## src/rtl/dmem_arb_pkg.sv

```systemverilog
// -----------------------------------------------------------------------------
// dmem_arb_pkg
// Shared definitions for the two-port data-memory arbiter.
//   - Owner-state encoding (IDLE / OWN0 / OWN1)
//   - Port identifiers (PORT_CPU = 0, PORT_DMA = 1)
//   - Saturating 4-bit increment used by the burst counter
// -----------------------------------------------------------------------------
package dmem_arb_pkg;

  localparam logic [1:0] ST_IDLE = 2'd0;
  localparam logic [1:0] ST_OWN0 = 2'd1;
  localparam logic [1:0] ST_OWN1 = 2'd2;

  localparam logic PORT_CPU = 1'b0;
  localparam logic PORT_DMA = 1'b1;

  // Increment that sticks at 15 so a long uncontended burst never wraps
  // back below MAX_BURST and starves the other port.
  function automatic logic [3:0] sat_inc4(input logic [3:0] val);
    logic [3:0] res;
    if (val == 4'd15) begin
      res = 4'd15;
    end else begin
      res = val + 4'd1;
    end
    return res;
  endfunction

endpackage

```

## src/rtl/dmem_arbiter.sv

```systemverilog
// -----------------------------------------------------------------------------
// dmem_arbiter
// Arbitrates one single-ported data memory between a processor load/store
// port (port 0) and a loader/DMA port (port 1). The grant is combinational
// in the request cycle; the owner may take up to MAX_BURST consecutive
// accepts while the other port waits. The response for an accepted access
// is registered and appears exactly one cycle later.
//
// Parameters
//   AW         address width
//   DW         data width
//   MAX_BURST  consecutive accepts allowed while the other port waits (1..15)
//
// Ports
//   clk, rst_n                    clock, synchronous active-low reset
//   req*/we*/addr*/wdata*         requester inputs, port 0 and port 1
//   gnt0/gnt1                     accept strobes (at most one high)
//   rsp_valid/port/we/rdata       registered response, one cycle after accept
//   mem_address/write_data        memory request from the granted port
//   mem_read/mem_write            memory strobes, both 0 when nothing granted
//   mem_read_data                 combinational read data from the memory
//   stat_gnt0/stat_gnt1/stat_wait statistics counters
//
// Build option
//   DMEM_ARB_STATS_EN  when defined, the statistics counters are built;
//                      otherwise the statistics outputs are tied to 0.
// -----------------------------------------------------------------------------
module dmem_arbiter
  import dmem_arb_pkg::*;
#(
  parameter int AW        = 32,
  parameter int DW        = 32,
  parameter int MAX_BURST = 4
) (
  input  logic          clk,
  input  logic          rst_n,
  input  logic          req0,
  input  logic          we0,
  input  logic [AW-1:0] addr0,
  input  logic [DW-1:0] wdata0,
  input  logic          req1,
  input  logic          we1,
  input  logic [AW-1:0] addr1,
  input  logic [DW-1:0] wdata1,
  output logic          gnt0,
  output logic          gnt1,
  output logic          rsp_valid,
  output logic          rsp_port,
  output logic          rsp_we,
  output logic [DW-1:0] rsp_rdata,
  output logic [AW-1:0] mem_address,
  output logic [DW-1:0] mem_write_data,
  output logic          mem_read,
  output logic          mem_write,
  input  logic [DW-1:0] mem_read_data,
  output logic [31:0]   stat_gnt0,
  output logic [31:0]   stat_gnt1,
  output logic [31:0]   stat_wait
);

  localparam logic [3:0] MAX_BURST_C = 4'(MAX_BURST);

  logic [1:0] state_r;
  logic       last_r;
  logic [3:0] burst_cnt_r;

  logic       gnt0_s;
  logic       gnt1_s;
  logic       accept_s;
  logic       sel_we_s;
  logic [1:0] owner_nxt_s;
  logic       burst_ok_s;

  assign burst_ok_s = (burst_cnt_r < MAX_BURST_C);

  // Grant decision; reset forces both grants low in the same cycle.
  always_comb begin
    gnt0_s = 1'b0;
    gnt1_s = 1'b0;
    if (!rst_n) begin
      gnt0_s = 1'b0;
      gnt1_s = 1'b0;
    end else begin
      case (state_r)
        ST_OWN0: begin
          // Owner keeps the memory until its burst quota is used, then
          // yields if the other port is waiting.
          if (req0 && burst_ok_s) begin
            gnt0_s = 1'b1;
          end else if (req1) begin
            gnt1_s = 1'b1;
          end else if (req0) begin
            gnt0_s = 1'b1;
          end else begin
            gnt0_s = 1'b0;
          end
        end
        ST_OWN1: begin
          if (req1 && burst_ok_s) begin
            gnt1_s = 1'b1;
          end else if (req0) begin
            gnt0_s = 1'b1;
          end else if (req1) begin
            gnt1_s = 1'b1;
          end else begin
            gnt1_s = 1'b0;
          end
        end
        default: begin
          // IDLE (and any illegal encoding): a tie goes to the port that
          // was not granted last.
          if (req0 && req1) begin
            if (last_r == PORT_DMA) begin
              gnt0_s = 1'b1;
            end else begin
              gnt1_s = 1'b1;
            end
          end else if (req0) begin
            gnt0_s = 1'b1;
          end else if (req1) begin
            gnt1_s = 1'b1;
          end else begin
            gnt0_s = 1'b0;
          end
        end
      endcase
    end
  end

  assign gnt0        = gnt0_s;
  assign gnt1        = gnt1_s;
  assign accept_s    = gnt0_s | gnt1_s;
  assign sel_we_s    = gnt1_s ? we1 : we0;
  assign owner_nxt_s = gnt1_s ? ST_OWN1 : ST_OWN0;

  // Memory request mux from the granted port; quiet when nothing is granted.
  always_comb begin
    mem_address    = {AW{1'b0}};
    mem_write_data = {DW{1'b0}};
    if (gnt1_s) begin
      mem_address    = addr1;
      mem_write_data = wdata1;
    end else if (gnt0_s) begin
      mem_address    = addr0;
      mem_write_data = wdata0;
    end else begin
      mem_address    = {AW{1'b0}};
      mem_write_data = {DW{1'b0}};
    end
  end

  assign mem_read  = accept_s & ~sel_we_s;
  assign mem_write = accept_s &  sel_we_s;

  // Ownership state, last-granted port and burst length.
  always_ff @(posedge clk) begin
    if (!rst_n) begin
      state_r     <= ST_IDLE;
      last_r      <= PORT_DMA;
      burst_cnt_r <= 4'd0;
    end else if (accept_s) begin
      state_r <= owner_nxt_s;
      last_r  <= gnt1_s;
      // A change of owner (including leaving IDLE) starts a new burst.
      if (state_r != owner_nxt_s) begin
        burst_cnt_r <= 4'd1;
      end else begin
        burst_cnt_r <= sat_inc4(burst_cnt_r);
      end
    end else begin
      state_r     <= ST_IDLE;
      last_r      <= last_r;
      burst_cnt_r <= burst_cnt_r;
    end
  end

  // Single-stage response register; an accept always produces a response
  // on the following cycle, so no buffering is needed.
  always_ff @(posedge clk) begin
    if (!rst_n) begin
      rsp_valid <= 1'b0;
      rsp_port  <= PORT_CPU;
      rsp_we    <= 1'b0;
      rsp_rdata <= {DW{1'b0}};
    end else if (accept_s) begin
      rsp_valid <= 1'b1;
      rsp_port  <= gnt1_s;
      rsp_we    <= sel_we_s;
      rsp_rdata <= sel_we_s ? {DW{1'b0}} : mem_read_data;
    end else begin
      rsp_valid <= 1'b0;
      rsp_port  <= PORT_CPU;
      rsp_we    <= 1'b0;
      rsp_rdata <= {DW{1'b0}};
    end
  end

`ifdef DMEM_ARB_STATS_EN
  logic [31:0] stat_gnt0_r;
  logic [31:0] stat_gnt1_r;
  logic [31:0] stat_wait_r;
  logic        wait_s;

  // One wait tick per cycle in which any request is left ungranted.
  assign wait_s = (req0 & ~gnt0_s) | (req1 & ~gnt1_s);

  // Free-running statistics counters, wrapping at 2^32.
  always_ff @(posedge clk) begin
    if (!rst_n) begin
      stat_gnt0_r <= 32'd0;
      stat_gnt1_r <= 32'd0;
      stat_wait_r <= 32'd0;
    end else begin
      stat_gnt0_r <= stat_gnt0_r + {31'd0, gnt0_s};
      stat_gnt1_r <= stat_gnt1_r + {31'd0, gnt1_s};
      stat_wait_r <= stat_wait_r + {31'd0, wait_s};
    end
  end

  assign stat_gnt0 = stat_gnt0_r;
  assign stat_gnt1 = stat_gnt1_r;
  assign stat_wait = stat_wait_r;
`else
  assign stat_gnt0 = 32'd0;
  assign stat_gnt1 = 32'd0;
  assign stat_wait = 32'd0;
`endif

endmodule

```

## config.mk

```make
export PLATFORM = sky130hd
export DESIGN_NAME = dmem_arbiter
export DESIGN_NICKNAME = d
export VERILOG_FILES = /design/src/rtl/dmem_arb_pkg.sv /design/src/rtl/dmem_arbiter.sv
export SDC_FILE = /design/constraint.sdc
export NUM_CORES = 1
export LEC_CHECK = 0
export ABC_AREA = 1
export CAP_MARGIN = 0
export CORE_AREA = 2 2 142 144
export CTS_CLUSTER_SIZE = 12
export DETAILED_ROUTE_END_ITERATION = 7
export DIE_AREA = 0 0 144 146
export PLACE_DENSITY_LB_ADDON = 0.3
export SETUP_SLACK_MARGIN = 0.5
export SYNTH_ARGS = -nofsm -noshare
export SYNTH_HDL_FRONTEND = slang
export SYNTH_SLANG_ARGS = --single-unit
```

## constraint.sdc

```tcl
create_clock -name clk -period 3.9 [get_ports clk]
set_clock_uncertainty 0.2 [all_clocks]
set_input_delay 0.39 -clock clk [delete_from_list [all_inputs] [get_ports clk]]
set_output_delay 0.39 -clock clk [all_outputs]
set_load 0.1 [all_outputs]
```

-- Yosys cells after proc, flatten, opt, wreduce, memory -nomap -nowiden
Cells that the tools add are included.
- output and inout bits: 199
- input bits: 166
- register bits: 42
- reduce and logical (&&, ||, !) cells: 5
- bitwise logic cells: 6
- multiplexer cells: 25
- order comparisons: 1
- add/subtract/negate cells: 1
- equal/unequal tests: 4
- operator list (kind ; count):
    two-way mux 32 bit ; 4
    two-way mux 1 bit ; 16
    two-way mux 4 bit ; 2
    adder 4 x 1 -> 4 bit (second input constant) ; 1
    equality test 4 bit (second input constant) ; 1
    < comparator 4 x 3 -> 1 bit (second input constant) ; 1
    case mux 1 bit (2 select lines) ; 2
    logical AND 1 bit ; 3
    inverter 1 bit ; 3
    OR reduction 3 bit ; 1
    AND 1 bit ; 2
    equality test 2 x 1 -> 1 bit (second input constant) ; 1
    equality test 2 bit (second input constant) ; 1
    two-way mux 2 bit ; 1
    != test 2 bit ; 1
    AND reduction 2 bit ; 1
    OR 1 bit ; 1

-- Logic depth before layout (Yosys ltp)
Gate-level depths: netlist of run 1.
- depth in word-level cells: 8
- gate-level depth with buffers: 13

-- Worst setup path after synthesis of run 1
OpenSTA, ideal clock, no wires.
- path kind: reg2out
- start point: register state_r[1]
- end point: output port mem_address[22]
- slack: -350 ps
- stages on the path, launching flop included: 9
- arrival: 3660 ps
- path buffers: 1
- required time: 3310 ps
- cells stage by stage: dfxtp_1 > inv_1 > ha_1 > a21oi_1 > nand2_2 > inv_2 > clkbuf_1 > nand2_1 > nand2_1
- RTL lines (element ; RTL line ; source):
    start, declared ; dmem_arbiter.sv:63 ; logic [1:0] state_r;
    start signal, assigned ; dmem_arbiter.sv:162 ; state_r <= owner_nxt_s;
    equality test 2 bit or equality test 2 x 1 -> 1 bit (tied branches) ; dmem_arbiter.sv:84 ; case (state_r)
    case mux 1 bit (2 select lines) * ; dmem_arbiter.sv:84 ;
    two-way mux 1 bit * ; dmem_arbiter.sv:80 ; if (!rst_n) begin
    net gnt1 ; dmem_arbiter.sv:46 ; output logic gnt1,
    two-way mux 32 bit * ; dmem_arbiter.sv:140 ; if (gnt1_s) begin
    end, declared ; dmem_arbiter.sv:51 ; output logic [AW-1:0] mem_address,
The timed path passes the listed nets; every way through them passes the cells marked *.

-- Final worst setup path of run 1
- start point: input port req0
- end point: output port mem_address[1]
- longest elaborated chain between the ends: 7
- RTL lines (element ; RTL line ; source):
    start, declared ; dmem_arbiter.sv:37 ; input logic req0,
    two-way mux 1 bit ; dmem_arbiter.sv:92, dmem_arbiter.sv:101 ;
    two-way mux 1 bit ; dmem_arbiter.sv:90 ; end else if (req1) begin
    two-way mux 1 bit ; dmem_arbiter.sv:88 ; if (req0 && burst_ok_s) begin
    case mux 1 bit (2 select lines) ; dmem_arbiter.sv:84 ;
    two-way mux 1 bit ; dmem_arbiter.sv:80 ;
    two-way mux 32 bit ; dmem_arbiter.sv:143 ; end else if (gnt0_s) begin
    two-way mux 32 bit * ; dmem_arbiter.sv:140 ;
Mark *: on every way between the ends. The rest lies on a longest branch, timed or not.

==> impl_metrics.json, run 1 <==
{
  "status": "completed",
  "worst-r2r-setup-slack_ns": 1.64,
  "final_cell_area_sq_um": 6580,
  "holdCritStartpoint": "last_r$_SDFFE_PN1N_",
  "yosys-top-cells-count": "172 x sky130_fd_sc_hd__nand2_1, 96 x sky130_fd_sc_hd__buf_4, 51 x sky130_fd_sc_hd__inv_1",
  "hold_slack_ns": 0.296,
  "io_buffer_count": 268,
  "synth_flop_cell": "sky130_fd_sc_hd__dfxtp_1",
  "path_cells": "clkdlybuf4s50_1 -> o21ai_0 -> nand2_1 -> nand3_2 -> nand2_2 -> inv_2 -> nor2_4 -> buf_12 -> nand2_1 -> nand2_1 -> buf_12",
  "clk_transition_reported_paths_ns": 0.05,
  "synthTopCellsByArea": "sky130_fd_sc_hd__dfxtp_1 25%, sky130_fd_sc_hd__buf_4 22%, sky130_fd_sc_hd__nand2_1 20%",
  "slew-limit-headroom": 0.298,
  "synthMostInstantiatedCell": "sky130_fd_sc_hd__nand2_1",
  "ff2ff_path_depth": 9,
  "placement_rows": 51,
  "grt_pass1_wl_microns": 17700,
  "nNetsFinal": 923,
  "rsz0062_at_grt": "no",
  "route.vias.total": 3407,
  "start_kind": "input pin",
  "detailedPlace.worstSlack_ns": 0.667,
  "cp_max_fo": 40,
  "critical_path.slowest_cell": "sky130_fd_sc_hd__clkdlybuf4s50_1",
  "clock_sink_count": 41,
  "synth-edff-count": 0,
  "min_path_cells": 2,
  "hold_end": "last_r$_SDFFE_PN1N_",
  "tritoncts": "built",
  "final_antenna_net_count": 0,
  "holdCritPathClass": "flip-flop to flip-flop",
  "critical_path.reg2reg.endpoint": "rsp_rdata[9]$_SDFF_PP0_",
  "fmax_ghz": 0.315,
  "via_count_of_the_first_global_routing_pass": 3025,
  "worst_slew_pin_slew_ns": 1.05,
  "required_ns": 3.31,
  "areaGrowthSynthToFinish_pct": 101,
  "final_layout_size_suffix_gt1_frac": 0.203,
  "antenna-diode-count": 0,
  "synth-seq-cells": 41,
  "dieArea_sq_um": 21000,
  "timing.final.ws_setup_ns": 0.728,
  "timing.critical_path.slowest_cell_delay_ns": 0.56,
  "gp_congestion": 0.815,
  "core_area_sq_um": 19300,
  "post_synth_inst_count": 492,
  "final-setup-viol-count": 0,
  "io_pins": 365,
  "routed_wl_microns": 12800,
  "synthArstFlopShare": 0,
  "grt_use_total": 0.111,
  "critical_path_class": "input pin to output pin",
  "htreeDepth": 2,
  "synth.top_cell.area_share": 0.250,
  "synth_area_leader_cell": "sky130_fd_sc_hd__dfxtp_1",
  "globalRoute.totalOverflow": 0,
  "synth_warnings": 0,
  "postCtsSetupBuffers": 0,
  "hold_violations": 0,
  "regToRegStartpoint": "state_r[1]$_SDFF_PN0_",
  "timing_max_transition_violations_final": 0,
  "syn-mean-instance-area_sq_um": 6.66,
  "maxCapViolCount": 0,
  "clock_path_buffers": 2,
  "yosysUniqueCellTypes": 26,
  "cts.root.buffer_cell": "sky130_fd_sc_hd__clkbuf_16",
  "synth_sequential_area_ratio": 0.250,
  "cts-hold-fix-buffers": 0,
  "die_width_microns": 144,
  "antenna_found_initial": 1,
  "clkLatencyLatePin_ns": 0.27,
  "critical-path-top-cell-by-count": "sky130_fd_sc_hd__nand2_1",
  "netlist_area_sq_um": 3280,
  "post_cts.resized_instances": 0,
  "hpwl_microns": 10800,
  "numCtsBuffers": 5,
  "end_kind": "output pin",
  "height_of_the_die_microns": 146,
  "grt_max_degree": 42,
  "totalNegativeSetupSlack_ns": 0,
  "avgViaCountPerCell": 3.34,
  "arrival_worst_endpoint_ns": 2.58,
  "routed_wire_length_per_instance_microns": 12.6,
  "postPlaceCellArea_sq_um": 6430,
  "drcViolationCount": 0,
  "detailed_routing_iteration_count_for_the_pre_antenna_repair_pass": 4,
  "final.period_utilization": 0.813,
  "first_iter_violations": 127,
  "starting_density_of_the_core": 0.170,
  "layout_min_cycle_time_ns": 3.17
}
==> layout by cell type, fill, tap and decap left out <==
master,count
sky130_fd_sc_hd__clkinvlp_4,1
sky130_fd_sc_hd__o21ai_4,1
sky130_fd_sc_hd__conb_1,96
sky130_fd_sc_hd__dfxtp_2,1
sky130_fd_sc_hd__o21ai_0,1
sky130_fd_sc_hd__nand2_2,44
sky130_fd_sc_hd__nor2_1,14
sky130_fd_sc_hd__dfxtp_1,40
sky130_fd_sc_hd__nor3_1,1
sky130_fd_sc_hd__nor2_2,21
sky130_fd_sc_hd__nor2_4,1
sky130_fd_sc_hd__clkbuf_1,2
sky130_fd_sc_hd__nand2_1,172
sky130_fd_sc_hd__xnor2_1,1
sky130_fd_sc_hd__clkbuf_16,5
sky130_fd_sc_hd__buf_4,8
sky130_fd_sc_hd__inv_2,1
sky130_fd_sc_hd__nand2_4,3
sky130_fd_sc_hd__clkdlybuf4s50_1,200
sky130_fd_sc_hd__inv_1,51
sky130_fd_sc_hd__a31oi_1,1
sky130_fd_sc_hd__or2_1,1
sky130_fd_sc_hd__nand3b_1,1
sky130_fd_sc_hd__nand3_1,13
sky130_fd_sc_hd__nand3_2,1
sky130_fd_sc_hd__buf_12,66
sky130_fd_sc_hd__a21oi_1,5
sky130_fd_sc_hd__ha_1,3
==> cell families (layout without fill, tap and decap cells) <==
group,after synthesis,in the layout,share of synthesized area
AO/OA/AOI/OAI,8,8,0.0160
XOR/XNOR,1,1,0.00267
adder cells (fa/ha/maj),3,3,0.0115
buffers and inverters,166,334,0.339
flip-flops,41,41,0.250
other,1,96,0.00114
AND/OR/NAND/NOR,272,272,0.379
==> state kept, by name (all words and copies together), names as in the netlist <==
signal and cells:
burst_cnt_r 4, last_r 1, rsp_rdata 32, rsp_valid 1, rsp_we 1, state_r 2
==> worst max path at each step <==
stage,from,to,slack (ns),cells after the start
detailed placement,req0,mem_address[10],0.67,11
global route,req0,mem_write_data[24],0.50,11
floorplan,state_r[1]$_SDFF_PN0_,mem_address[22],0.52,8
global placement,req0,mem_address[10],0.69,11
CTS,req0,mem_address[10],0.66,11
finish,req0,mem_address[1],0.73,11
==> critical path: cells and delay by family <==
family,cells,cell delay [ns]
buffers and inverters,4,1.13
and+or+nand+nor,6,0.90
AOI/OAI and AO/OA,1,0.11
==> cell type report <==
cell class / count / area [sq um]
clock buffers: 7 / 133
clock inverters: 1 / 7.51
fillers: 2062 / 12800
inverters: 52 / 195
multi-input cells: 380 / 1700
flip-flops and latches: 41 / 822
well taps: 265 / 332
repair buffers: 274 / 3380
==> per-layer routing <==
metal	GRT usage	part of all wire	vias up
met5	0	0	-
met4	0.0176	0.0076	0
met3	0.0378	0.11	8
met2	0.195	0.49	178
met1	0.131	0.39	1450
li1	-	-	1771
==> through the flow <==
stage | util | instances
after floorplan | - | 587
after global placement | 0.333 | 1012
after detailed placement | 0.333 | 1012
after CTS | 0.340 | 1020
after global routing | 0.340 | 1020
final | 0.340 | 1020
Power of run 1 is not shown: default switching activity piles up to over one toggle a cycle in this logic, so the estimate is an artifact.
==> inputs of run 2 (changes only) <==
- clock period: 3.9 -> 2.74 ns (I/O delays scaled with it)
==> run 2 against run 1 <==
  * First-iteration DRC count is 11% lower
  * Global-route usage is 0.68 points higher
  * Wire length is 7.1% higher
  * Cell count is 3.9% higher
  * Sequential share of layout area is 3.4 points lower
  * Critical endpoint is now mem_write
  * Largest cell class unchanged
  * Highest routed layer unchanged
==> impl_metrics.json, run 2 (synthesized netlist as in run 1, its figures left out) <==
{
  "status": "completed",
  "numCtsBuffers": 5,
  "end_kind": "output pin",
  "clock_path_buffers": 2,
  "start_kind": "flip-flop",
  "height_of_the_die_microns": 146,
  "starting_density_of_the_core": 0.170,
  "antenna_found_initial": 0,
  "die_width_microns": 144,
  "hold_slack_ns": 0.270,
  "clk_transition_reported_paths_ns": 0.06,
  "grt_max_degree": 25,
  "layout.cells.most_common": "sky130_fd_sc_hd__clkdlybuf4s50_1",
  "cp.buffers_inverters": 5,
  "io_buffer_count": 268,
  "final-setup-viol-count": 0,
  "nNetsFinal": 963,
  "final_layout_size_suffix_gt1_frac": 0.438,
  "hpwl_microns": 10600,
  "critical_path_class": "flip-flop to output pin",
  "dieArea_sq_um": 21000,
  "routed_wire_length_per_instance_microns": 12.9,
  "route.vias.total": 3720,
  "fmax_ghz": 0.377,
  "avgViaCountPerCell": 3.51,
  "routed_wl_microns": 13700,
  "registers.top_by_ff_count": "rsp_rdata",
  "cts-hold-fix-buffers": 0,
  "grt_pass1_wl_microns": 19500,
  "holdCritPathClass": "flip-flop to flip-flop",
  "cts.root.buffer_cell": "sky130_fd_sc_hd__clkbuf_16",
  "timing_max_transition_violations_final": 0,
  "arrival_worst_endpoint_ns": 2.18,
  "cp_max_fo": 10,
  "final_antenna_net_count": 0,
  "required_ns": 2.27,
  "detailed_routing_iteration_count_for_the_pre_antenna_repair_pass": 4,
  "tritoncts": "built",
  "multi_input_comb_area_sq_um": 3620,
  "core_area_sq_um": 19300,
  "placement_rows": 51,
  "layout_min_cycle_time_ns": 2.66,
  "path_cells": "inv_4 -> ha_4 -> a21oi_4 -> nand2_2 -> buf_4 -> nand2_4 -> inv_1 -> or2_1 -> clkinvlp_4 -> buf_12",
  "drcViolationCount": 0,
  "reg.largest.list": "rsp_rdata (32), burst_cnt_r (4), state_r (2)",
  "mostFrequentLayoutCells": "163 x sky130_fd_sc_hd__clkdlybuf4s50_1, 110 x sky130_fd_sc_hd__nand2_8, 96 x sky130_fd_sc_hd__conb_1, 75 x sky130_fd_sc_hd__buf_12, 70 x sky130_fd_sc_hd__nand2_1",
  "io_pins": 365,
  "critical_path.slowest_cell": "sky130_fd_sc_hd__dfxtp_4",
  "gp_congestion": 0.726,
  "first_iter_violations": 113,
  "grt_use_total": 0.117,
  "via_count_of_the_first_global_routing_pass": 3630,
  "fillerInstances": 1834,
  "clkLatencyLatePin_ns": 0.29,
  "timing.critical_path.slowest_cell_delay_ns": 0.38,
  "area_of_all_sequential_standard_cells_sq_um": 828,
  "maxCapViolCount": 0,
  "htreeDepth": 2,
  "final.period_utilization": 0.969,
  "rsz0062_at_grt": "yes",
  "areaGrowthSynthToFinish_pct": 177,
  "totalNegativeSetupSlack_ns": 0,
  "hold_violations": 0,
  "clock_sink_count": 41,
  "critPathTopFamily": "buffers and inverters",
  "number_of_flip_flops_under_the_largest_register_name": 32,
  "globalRoute.totalOverflow": 0,
  "antenna-diode-count": 0
}
run 2: cell count changes in the layout (fill, tap and decap cells not counted), moves of 7 or more:
cell | previous run | this run
sky130_fd_sc_hd__buf_16 | 0 | 7
sky130_fd_sc_hd__nand2_1 | 172 | 70
sky130_fd_sc_hd__nand2_8 | 0 | 110
sky130_fd_sc_hd__clkdlybuf4s50_1 | 200 | 163
sky130_fd_sc_hd__buf_4 | 8 | 49
sky130_fd_sc_hd__buf_12 | 66 | 75
sky130_fd_sc_hd__buf_6 | 0 | 15
sky130_fd_sc_hd__nand2_4 | 3 | 16
sky130_fd_sc_hd__nand2_2 | 44 | 23
run 2: repair_timing:
action / in CTS / in global routing
endpoints found under the setup margin: 67 / 72
resized for setup: 51 / 56
cloned: 3 / 3
setup buffers: 16 / 5
pin swaps: 24 / 27
run 2: per-stage QoR:
stage / setup slack, ns / std cells / instance area (sq um) / util
after floorplan: 0.317 / 587 / 5240 / -
after global placement: 0.110 / 1025 / 8110 / 0.419
after detailed placement: 0.105 / 1025 / 8110 / 0.419
after CTS: 0.0969 / 1052 / 8700 / 0.450
after global routing: -0.0259 / 1060 / 9090 / 0.470
final: 0.0840 / 1060 / 9090 / 0.470
run 2: path summary, 6_finish.rpt:
check	startpoint	cells past startpoint	slack (ns)	end
setup / recovery	state_r[1]$_SDFF_PN0_	10	0.08	mem_write
hold reg to reg	last_r$_SDFFE_PN1N_	2	0.27	last_r$_SDFFE_PN1N_
hold / removal	last_r$_SDFFE_PN1N_	2	0.27	last_r$_SDFFE_PN1N_
setup reg to reg	state_r[0]$_SDFF_PN0_	20	0.20	burst_cnt_r[0]$_SDFFE_PN0N_
run 2: final cells by class:
type,count,area share
Tap cell,265,0.0365
Sequential cell,41,0.0911
Timing Repair Buffer,314,0.436
Clock inverter,2,0.00151
Inverter,52,0.0231
Multi-Input combinational cell,380,0.398
Clock buffer,6,0.0142
run 2: tightest hold or removal path: stages, from the launching register on:
cell and delay [ns]:
sky130_fd_sc_hd__dfxtp_1 0.33, sky130_fd_sc_hd__nand2_1 0.05, sky130_fd_sc_hd__nand3_1 0.06
run 2: routing by layer:
layer  track usage  up-vias  wire length [microns]
li1              -     1858                      -
met1         0.131     1673                   4830
met2         0.215      181                   7210
met3        0.0395        8                   1550
met4        0.0235        0                    133
met5             0        -                      0
Power of run 2 is left out for the same reason.
